## src/rtl/mips_ctrl_pkg.sv

```systemverilog
// Shared encodings for the multi-cycle MIPS control unit: states, opcodes,
// funct codes, ALU operations and datapath mux selects.
package mips_ctrl_pkg;

    typedef enum logic [3:0] {
        ST_IDLE     = 4'd0,
        ST_FETCH    = 4'd1,
        ST_DECODE   = 4'd2,
        ST_RTYPE_EX = 4'd3,
        ST_RTYPE_WB = 4'd4,
        ST_MEM_ADR  = 4'd5,
        ST_MEM_RD   = 4'd6,
        ST_MEM_WB   = 4'd7,
        ST_MEM_WR   = 4'd8,
        ST_BR_EX    = 4'd9,
        ST_ADDI_EX  = 4'd10,
        ST_ADDI_WB  = 4'd11,
        ST_JUMP     = 4'd12
    } state_t;

    localparam logic [5:0] OP_RTYPE = 6'h00;
    localparam logic [5:0] OP_J     = 6'h02;
    localparam logic [5:0] OP_BEQ   = 6'h04;
    localparam logic [5:0] OP_BNE   = 6'h05;
    localparam logic [5:0] OP_ADDI  = 6'h08;
    localparam logic [5:0] OP_ADDIU = 6'h09;
    localparam logic [5:0] OP_LW    = 6'h23;
    localparam logic [5:0] OP_SW    = 6'h2B;

    localparam logic [5:0] FN_SLL  = 6'h00;
    localparam logic [5:0] FN_ADD  = 6'h20;
    localparam logic [5:0] FN_ADDU = 6'h21;
    localparam logic [5:0] FN_SUB  = 6'h22;
    localparam logic [5:0] FN_SUBU = 6'h23;
    localparam logic [5:0] FN_AND  = 6'h24;
    localparam logic [5:0] FN_OR   = 6'h25;
    localparam logic [5:0] FN_NOR  = 6'h27;
    localparam logic [5:0] FN_SLT  = 6'h2A;

    localparam logic [3:0] ALU_AND = 4'b0000;
    localparam logic [3:0] ALU_OR  = 4'b0001;
    localparam logic [3:0] ALU_ADD = 4'b0010;
    localparam logic [3:0] ALU_SUB = 4'b0110;
    localparam logic [3:0] ALU_SLT = 4'b0111;
    localparam logic [3:0] ALU_NOR = 4'b1100;

    localparam logic [1:0] SRCB_B      = 2'd0;
    localparam logic [1:0] SRCB_FOUR   = 2'd1;
    localparam logic [1:0] SRCB_IMM    = 2'd2;
    localparam logic [1:0] SRCB_IMM_SH = 2'd3;

    localparam logic [1:0] PCSRC_ALU    = 2'd0;
    localparam logic [1:0] PCSRC_ALUOUT = 2'd1;
    localparam logic [1:0] PCSRC_JUMP   = 2'd2;

endpackage

```

## src/rtl/mips_mc_ctrl_alu_dec.sv

```systemverilog
// R-type funct decoder: ALU operation plus flags for nop and unsupported funct.
module mips_alu_dec
    import mips_ctrl_pkg::*;
(
    input  logic [5:0] funct,
    output logic [3:0] alu_ctrl,
    output logic       funct_nop,
    output logic       funct_illegal
);

    always_comb begin
        alu_ctrl      = ALU_ADD;
        funct_nop     = 1'b0;
        funct_illegal = 1'b0;
        case (funct)
            FN_ADD, FN_ADDU: alu_ctrl = ALU_ADD;
            FN_SUB, FN_SUBU: alu_ctrl = ALU_SUB;
            FN_AND:          alu_ctrl = ALU_AND;
            FN_OR:           alu_ctrl = ALU_OR;
            FN_NOR:          alu_ctrl = ALU_NOR;
            FN_SLT:          alu_ctrl = ALU_SLT;
            FN_SLL:          funct_nop = 1'b1;
            default:         funct_illegal = 1'b1;
        endcase
    end

endmodule

```

## src/rtl/mips_mc_ctrl.sv

```systemverilog
// Multi-cycle MIPS control FSM: sequences fetch/decode/execute/writeback over a
// shared datapath and counts retired instructions.
module mips_mc_ctrl
    import mips_ctrl_pkg::*;
#(
    parameter int CNT_W = 32
) (
    input  logic             clk,
    input  logic             rst,
    input  logic [5:0]       opcode,
    input  logic [5:0]       funct,
    input  logic             zero,
    input  logic             mem_ready,
    output logic             pc_en,
    output logic             iord,
    output logic             mem_read,
    output logic             mem_write,
    output logic             ir_write,
    output logic             reg_dst,
    output logic             mem_to_reg,
    output logic             reg_write,
    output logic             alu_src_a,
    output logic [1:0]       alu_src_b,
    output logic [3:0]       alu_ctrl,
    output logic [1:0]       pc_src,
    output logic             illegal_op,
    output logic [CNT_W-1:0] retired,
    output logic [3:0]       state_o
);

    state_t           r_state;
    state_t           w_next_state;
    logic [CNT_W-1:0] r_retired;
    logic             w_retire;
    logic [3:0]       w_dec_alu_ctrl;
    logic             w_funct_nop;
    logic             w_funct_illegal;

    mips_alu_dec u_alu_dec (
        .funct         (funct),
        .alu_ctrl      (w_dec_alu_ctrl),
        .funct_nop     (w_funct_nop),
        .funct_illegal (w_funct_illegal)
    );

    always_ff @(posedge clk) begin
        if (!rst) begin
            r_state   <= ST_IDLE;
            r_retired <= '0;
        end else begin
            r_state <= w_next_state;
            if (w_retire) begin
                r_retired <= r_retired + 1'b1;
            end
        end
    end

    always_comb begin
        w_next_state = r_state;
        w_retire     = 1'b0;
        pc_en        = 1'b0;
        iord         = 1'b0;
        mem_read     = 1'b0;
        mem_write    = 1'b0;
        ir_write     = 1'b0;
        reg_dst      = 1'b0;
        mem_to_reg   = 1'b0;
        reg_write    = 1'b0;
        alu_src_a    = 1'b0;
        alu_src_b    = SRCB_B;
        alu_ctrl     = ALU_AND;
        pc_src       = PCSRC_ALU;
        illegal_op   = 1'b0;
        case (r_state)
            ST_IDLE: w_next_state = ST_FETCH;
            ST_FETCH: begin
                mem_read  = 1'b1;
                alu_src_b = SRCB_FOUR;
                alu_ctrl  = ALU_ADD;
                ir_write  = mem_ready;
                pc_en     = mem_ready;
                if (mem_ready) w_next_state = ST_DECODE;
            end
            ST_DECODE: begin
                // Branch target computed speculatively into ALUOut.
                alu_src_b = SRCB_IMM_SH;
                alu_ctrl  = ALU_ADD;
                case (opcode)
                    OP_RTYPE:         w_next_state = ST_RTYPE_EX;
                    OP_LW, OP_SW:     w_next_state = ST_MEM_ADR;
                    OP_BEQ, OP_BNE:   w_next_state = ST_BR_EX;
                    OP_ADDI, OP_ADDIU: w_next_state = ST_ADDI_EX;
                    OP_J:             w_next_state = ST_JUMP;
                    default: begin
                        illegal_op   = 1'b1;
                        w_next_state = ST_FETCH;
                    end
                endcase
            end
            ST_RTYPE_EX: begin
                alu_src_a = 1'b1;
                alu_ctrl  = w_dec_alu_ctrl;
                if (w_funct_nop) begin
                    w_retire     = 1'b1;
                    w_next_state = ST_FETCH;
                end else if (w_funct_illegal) begin
                    illegal_op   = 1'b1;
                    w_next_state = ST_FETCH;
                end else begin
                    w_next_state = ST_RTYPE_WB;
                end
            end
            ST_RTYPE_WB: begin
                reg_dst      = 1'b1;
                reg_write    = 1'b1;
                w_retire     = 1'b1;
                w_next_state = ST_FETCH;
            end
            ST_MEM_ADR: begin
                alu_src_a    = 1'b1;
                alu_src_b    = SRCB_IMM;
                alu_ctrl     = ALU_ADD;
                w_next_state = (opcode == OP_LW) ? ST_MEM_RD : ST_MEM_WR;
            end
            ST_MEM_RD: begin
                iord     = 1'b1;
                mem_read = 1'b1;
                if (mem_ready) w_next_state = ST_MEM_WB;
            end
            ST_MEM_WB: begin
                mem_to_reg   = 1'b1;
                reg_write    = 1'b1;
                w_retire     = 1'b1;
                w_next_state = ST_FETCH;
            end
            ST_MEM_WR: begin
                iord      = 1'b1;
                mem_write = 1'b1;
                if (mem_ready) begin
                    w_retire     = 1'b1;
                    w_next_state = ST_FETCH;
                end
            end
            ST_BR_EX: begin
                alu_src_a    = 1'b1;
                alu_ctrl     = ALU_SUB;
                pc_src       = PCSRC_ALUOUT;
                pc_en        = (opcode == OP_BNE) ? !zero : zero;
                w_retire     = 1'b1;
                w_next_state = ST_FETCH;
            end
            ST_ADDI_EX: begin
                alu_src_a    = 1'b1;
                alu_src_b    = SRCB_IMM;
                alu_ctrl     = ALU_ADD;
                w_next_state = ST_ADDI_WB;
            end
            ST_ADDI_WB: begin
                reg_write    = 1'b1;
                w_retire     = 1'b1;
                w_next_state = ST_FETCH;
            end
            ST_JUMP: begin
                pc_src       = PCSRC_JUMP;
                pc_en        = 1'b1;
                w_retire     = 1'b1;
                w_next_state = ST_FETCH;
            end
            default: w_next_state = ST_IDLE;
        endcase
    end

    assign retired = r_retired;
    assign state_o = r_state;

endmodule

```

## config.mk

```make
export PLATFORM = sky130hd
export DESIGN_NAME = mips_mc_ctrl
export DESIGN_NICKNAME = d
export VERILOG_FILES = /design/src/rtl/mips_ctrl_pkg.sv /design/src/rtl/mips_mc_ctrl_alu_dec.sv /design/src/rtl/mips_mc_ctrl.sv
export SDC_FILE = /design/constraint.sdc
export NUM_CORES = 1
export LEC_CHECK = 0
export ABC_AREA = 1
export CORE_ASPECT_RATIO = 0.8
export CORE_MARGIN = 10
export CORE_UTILIZATION = 41
export DETAILED_ROUTE_END_ITERATION = 8
export PLACE_DENSITY = 0.7
export SYNTH_ARGS = -nofsm -noshare
export SYNTH_HDL_FRONTEND = slang
export SYNTH_SLANG_ARGS = --single-unit
```

## constraint.sdc

```tcl
create_clock -name clk -period 1.7 [get_ports clk]
set_input_delay 0.34 -clock clk [delete_from_list [all_inputs] [get_ports clk]]
set_output_delay 0.34 -clock clk [all_outputs]
set_load 0.05 [all_outputs]
```

* After elaboration in Yosys (flattened, before gate mapping) *
Index checks and enable logic that the tools add are counted.
Widths: inputs -> output; s select.

storage, ports and cells
  register bits after elaboration = 36
  word-level logic and storage cells = 82

cells by class
  add/sub/neg operators = 1
  equality and inequality tests = 30
  muxes and demuxes = 30
  reduce and logical (&&, ||, !) cells = 19

operators with widths
  kind                   count
  $eq 6x6->1 const B     10
  $pmux 4 s5             2
  $add 32x1->32 const B  1
  $pmux 4 s8             1
  $eq 4x4->1 const B     5
  $eq 4x3->1 const B     4
  $mux 4                 4
  $mux 1                 15
  $reduce_or 2->1        7
  $eq 6x3->1 const B     2
  $eq 6x4->1 const B     2
  $logic_not 6->1        2
  $pmux 4 s3             1
  $reduce_or 9->1        1
  $eq 4x2->1 const B     2
  $reduce_or 4->1        2
  $reduce_or 8->1        1
  $eq 6x2->1 const B     1
  $mux 3                 2
  $ne 2x2->1 const B     3
  $pmux 1 s3             2
  $pmux 2 s3             1
  $reduce_or 6->1        1
  $reduce_or 5->1        1
  other kinds (7)        7

* Depth between registers and ports, before layout *
  depth in word-level cells = 5
  gate-level depth with buffers = 11

* Hierarchy *
Synthesis repeated with hierarchy kept, for this count alone.

unflattened totals
  cell total of the unflattened synthesis = 495
  area total of the unflattened synthesis = 2756.4 um^2

by module, submodules not included
  module        times used  cells each  area each (um^2)  sequential area each (um^2)
  mips_mc_ctrl  1           465         2615.0            720.7
  mips_alu_dec  1           30          141.4             0.0

* Worst setup path after synthesis *
No wires, ideal clock.

  path type = flip-flop to output port
  start point = register r_state[0] (netlist: state_o[0])
  end point = output pc_en
  arrival = 2.394 ns
  path slack = -1.034 ns
  stages on the path, launching flop included = 6
  path buffers = 0
  path through = dfxtp_1 inv_1 nor2_1 nand2_1 nor2_1 nand3b_1

between the ends
  cells in the longest elaborated chain, start to end = 2
  elaborated cells on any way between the ends = 4
  those cells by class = 3 x eq/ne; 1 x mux

ends and longest elaborated chain
  element                                   line                text
  start, declared                           mips_mc_ctrl.sv:31  state_t r_state;
  start signal, assigned                    mips_mc_ctrl.sv:51  r_state <= w_next_state;
  $eq 4x4->1 or $eq 4x1->1 (tied branches)  mips_mc_ctrl.sv:74  case (r_state)
  $pmux 1 s3 *                              mips_mc_ctrl.sv:74
  end, declared                             mips_mc_ctrl.sv:14  output logic pc_en,

Every way passes the cells marked *; elsewhere a longest branch is shown, timed or not.

* Worst setup path in the final report *
  start point = register r_state[1] (netlist: state_o[1])
  end point = output alu_ctrl[2]

between the ends
  cells in the longest elaborated chain, start to end = 3
  elaborated cells on any way between the ends = 8
  those cells by class = 6 x eq/ne; 1 x mux; 1 x reduce/logical

ends and longest elaborated chain
  element                                   line                text
  $eq 4x2->1, or another cell as far along  mips_mc_ctrl.sv:74
  $reduce_or 4->1 (no line)                 --
  $pmux 4 s3 *                              mips_mc_ctrl.sv:74
  end, declared                             mips_mc_ctrl.sv:24  output logic [3:0] alu_ctrl,

Marks and branches as above.

==> impl_metrics.json <==
{
  "worst_setup_path_start_kind": "flop",
  "synth_area_um2": 2740,
  "fillers": 525,
  "gp_congestion": 0.929,
  "grt_pass1_wl_mm": 16.5,
  "internal_power_w": 0.00161,
  "drt_pass1_iterations": 6,
  "vias": 3610,
  "cpMaxStageDelayCell": "dfxtp_4",
  "synth_cells": 484,
  "crit_type": "flop to output port",
  "nets": 622,
  "worst-path-max-fanout": 7,
  "die-area_um2": 10400,
  "numCtsBuffers": 5,
  "violations": "negative setup slack",
  "switching_share_pct": 34.0,
  "status": "complete, but fails checks",
  "grt_max_degree": 28,
  "async_flop_share_pct": 0,
  "rows": 26,
  "clk_latency_ns": 0.30,
  "antenna_cells": 0,
  "critPathRequiredTime_ns": 1.36,
  "cts_tree": "built",
  "drive_gt1_share_pct": 32.3,
  "rrSetupSlack_ns": 0.02,
  "crit_family": "flip-flops",
  "fmaxAchievable_ghz": 0.525,
  "routedWlPerCell_um": 15.3,
  "drv_slew": 0,
  "slew_headroom_pct": 74.6,
  "path_clk_slew_ns": 0.08,
  "cp-end-kind": "output port",
  "cts_sinks": 36,
  "grt-ovfl-total": 0,
  "fin_crit_sh_pct": 112,
  "worst_slew_pin_slew_ns": 0.380,
  "clk_path_buf_depth": 2,
  "antenna_left": 0,
  "syn_nets": 501,
  "whs_ns": 0.542,
  "die_h_um": 93.1,
  "skew_ns": 0.00733,
  "die_w_um": 111,
  "switchingPower_w": 0.000830,
  "hold_path.class": "flop to flop",
  "root_buffer": "clkbuf_8",
  "seq_area_frac_synth_pct": 26.3,
  "yosys_warnings": 0,
  "grt_pass1_vias": 3335,
  "p_clk_share_pct": 32.3,
  "ys_ff_latch": 36,
  "htree_levels": 2,
  "drt-vias-per-instance": 5.23,
  "dp_hpwl_mm": 7.83,
  "syn_avg_cell_area_um2": 5.65,
  "setup_violations": 12,
  "tns_ns": -1.76,
  "final_core_util_pct": 71.4,
  "initial_core_util_pct": 42.5,
  "cp_num_buf_inv": 2,
  "grtUsageTotal_pct": 19.0,
  "io_buffer_count": 69,
  "path_cells": "nand2_1, nor2_4, inv_1, o21ai_4, buf_12",
  "power_frac_seq_pct": 35.8,
  "hold_violations": 0,
  "area.growth.synth_to_final_pct": 68.0,
  "mostFrequentLayoutCells": "nand2_1, buf_4, nor2_1",
  "maxCapViolations": 0,
  "antenna_found_initial": 0,
  "pin_count": 70,
  "p_per_area_nw_per_um2": 531,
  "ff_latch_area_um2": 738,
  "drc": 0,
  "setup_slack_ns": -0.205,
  "stdcell_area_um2": 4600,
  "ir_worst_vdd_v": 0.000379,
  "cp.arrival_ns": 1.56,
  "p_leak_nw": 1.94,
  "power_w": 0.00244,
  "wl_mm": 10.5,
  "slowest_delay_ns": 0.41,
  "synth-edff-count": 0,
  "final.min_clock_period_ns": 1.90,
  "synth_flop_cell": "dfxtp_1",
  "final_common_cell": "nand2_1",
  "multiInputGateArea_um2": 2000,
  "placed_cell_area_um2": 4170,
  "ys_types": 31,
  "grt_setup_unrepaired": "true",
  "core-area_um2": 6440,
  "first_iter_violations": 343,
  "combPwrFrac_pct": 31.9
}
[worst paths after layout]
path / startpoint / endpoint / cells after the start
max: state_o[1]$_SDFFE_PN0P_ / alu_ctrl[2] / 5
min: retired[4]$_SDFFE_PN0P_ / retired[4]$_SDFFE_PN0P_ / 2
max reg2reg: state_o[2]$_SDFFE_PN0P_ / retired[19]$_SDFFE_PN0P_ / 13
min reg2reg: retired[4]$_SDFFE_PN0P_ / retired[4]$_SDFFE_PN0P_ / 2
[through the flow]
step	instances	worst slack (ns)
4_1_cts	685	-0.176
5_1_grt	690	-0.271
3_3_place_gp	667	-0.347
2_1_floorplan	484	-0.136
3_5_place_dp	667	-0.409
6_report	690	-0.205
[tightest hold or removal path, cell delays in order, from the launching register on]
cell and delay, ns:
dfxtp_1 0.35, a21oi_2 0.11, nor2_1 0.05
[synthesized netlist by cell type (2+ instances only)]
master | n | share of area (%)
xnor2_1 | 4 | 1.3
nand3_1 | 35 | 6.4
buf_2 | 7 | 1.3
nor2_4 | 3 | 1.2
nor2_2 | 3 | 0.69
dfxtp_1 | 36 | 26
inv_2 | 2 | 0.27
nor2_1 | 87 | 12
buf_4 | 3 | 0.82
a31oi_1 | 2 | 0.46
nand2_2 | 2 | 0.46
nor3_1 | 6 | 1.1
nand2_1 | 161 | 22
clkbuf_1 | 2 | 0.27
o21ai_0 | 4 | 0.73
xor2_1 | 4 | 1.3
a21oi_1 | 33 | 6.0
and2_1 | 2 | 0.46
nand4_1 | 26 | 5.9
inv_1 | 51 | 7.0
[area by class of cell]
class | count | area share (%)
inverters | 54 | 4.60
repair buffers | 127 | 31.1
well taps | 84 | 2.29
clock buffers | 5 | 1.50
multi-input cells | 381 | 43.6
flip-flops and latches | 36 | 16.1
clock inverters | 3 | 0.898
[layer usage]
layer	track usage (%)	vias up	routed length [um]
met4	3.74	0	136
li1	-	1801	-
met3	4.34	18	916
met5	0	-	0
met2	31.3	149	5040
met1	24.8	1642	4450
[cell families (layout without fill, tap and decap cells)]
group | after synthesis | count (layout) | synth area share [%]
flops | 36 | 36 | 26.3
simple gates | 328 | 328 | 51.6
buf+inv | 67 | 189 | 10.2
fa+ha+maj | 1 | 1 | 0.457
xor+xnor | 8 | 8 | 2.56
compound gates | 44 | 44 | 8.83
[power groups by stage]
stage / sequential (W) / combinational (W) / clock (W)
floorplan: 0.000923 / 0.000355 / 0
global placement: 0.000889 / 0.000697 / 0
detailed placement: 0.000891 / 0.000706 / 0
CTS: 0.000871 / 0.000733 / 0.000795
global route: 0.000875 / 0.000816 / 0.000847
finish: 0.000873 / 0.000779 / 0.000789
[sequential cells by signal (all words and copies together) (netlist names)]
signal	flops
state_o	4
retired	32
[repair_timing]
item | 4_1_cts | 5_1_grt
pin swaps | 21 | 11
endpoints found under the hold margin | 0 | 0
setup endpoints to repair | 13 | 48
gates resized for setup | 51 | 43
hold buffers | 0 | 0
setup buffers | 11 | 6
Note: power is estimated with default switching activity, not from simulation.
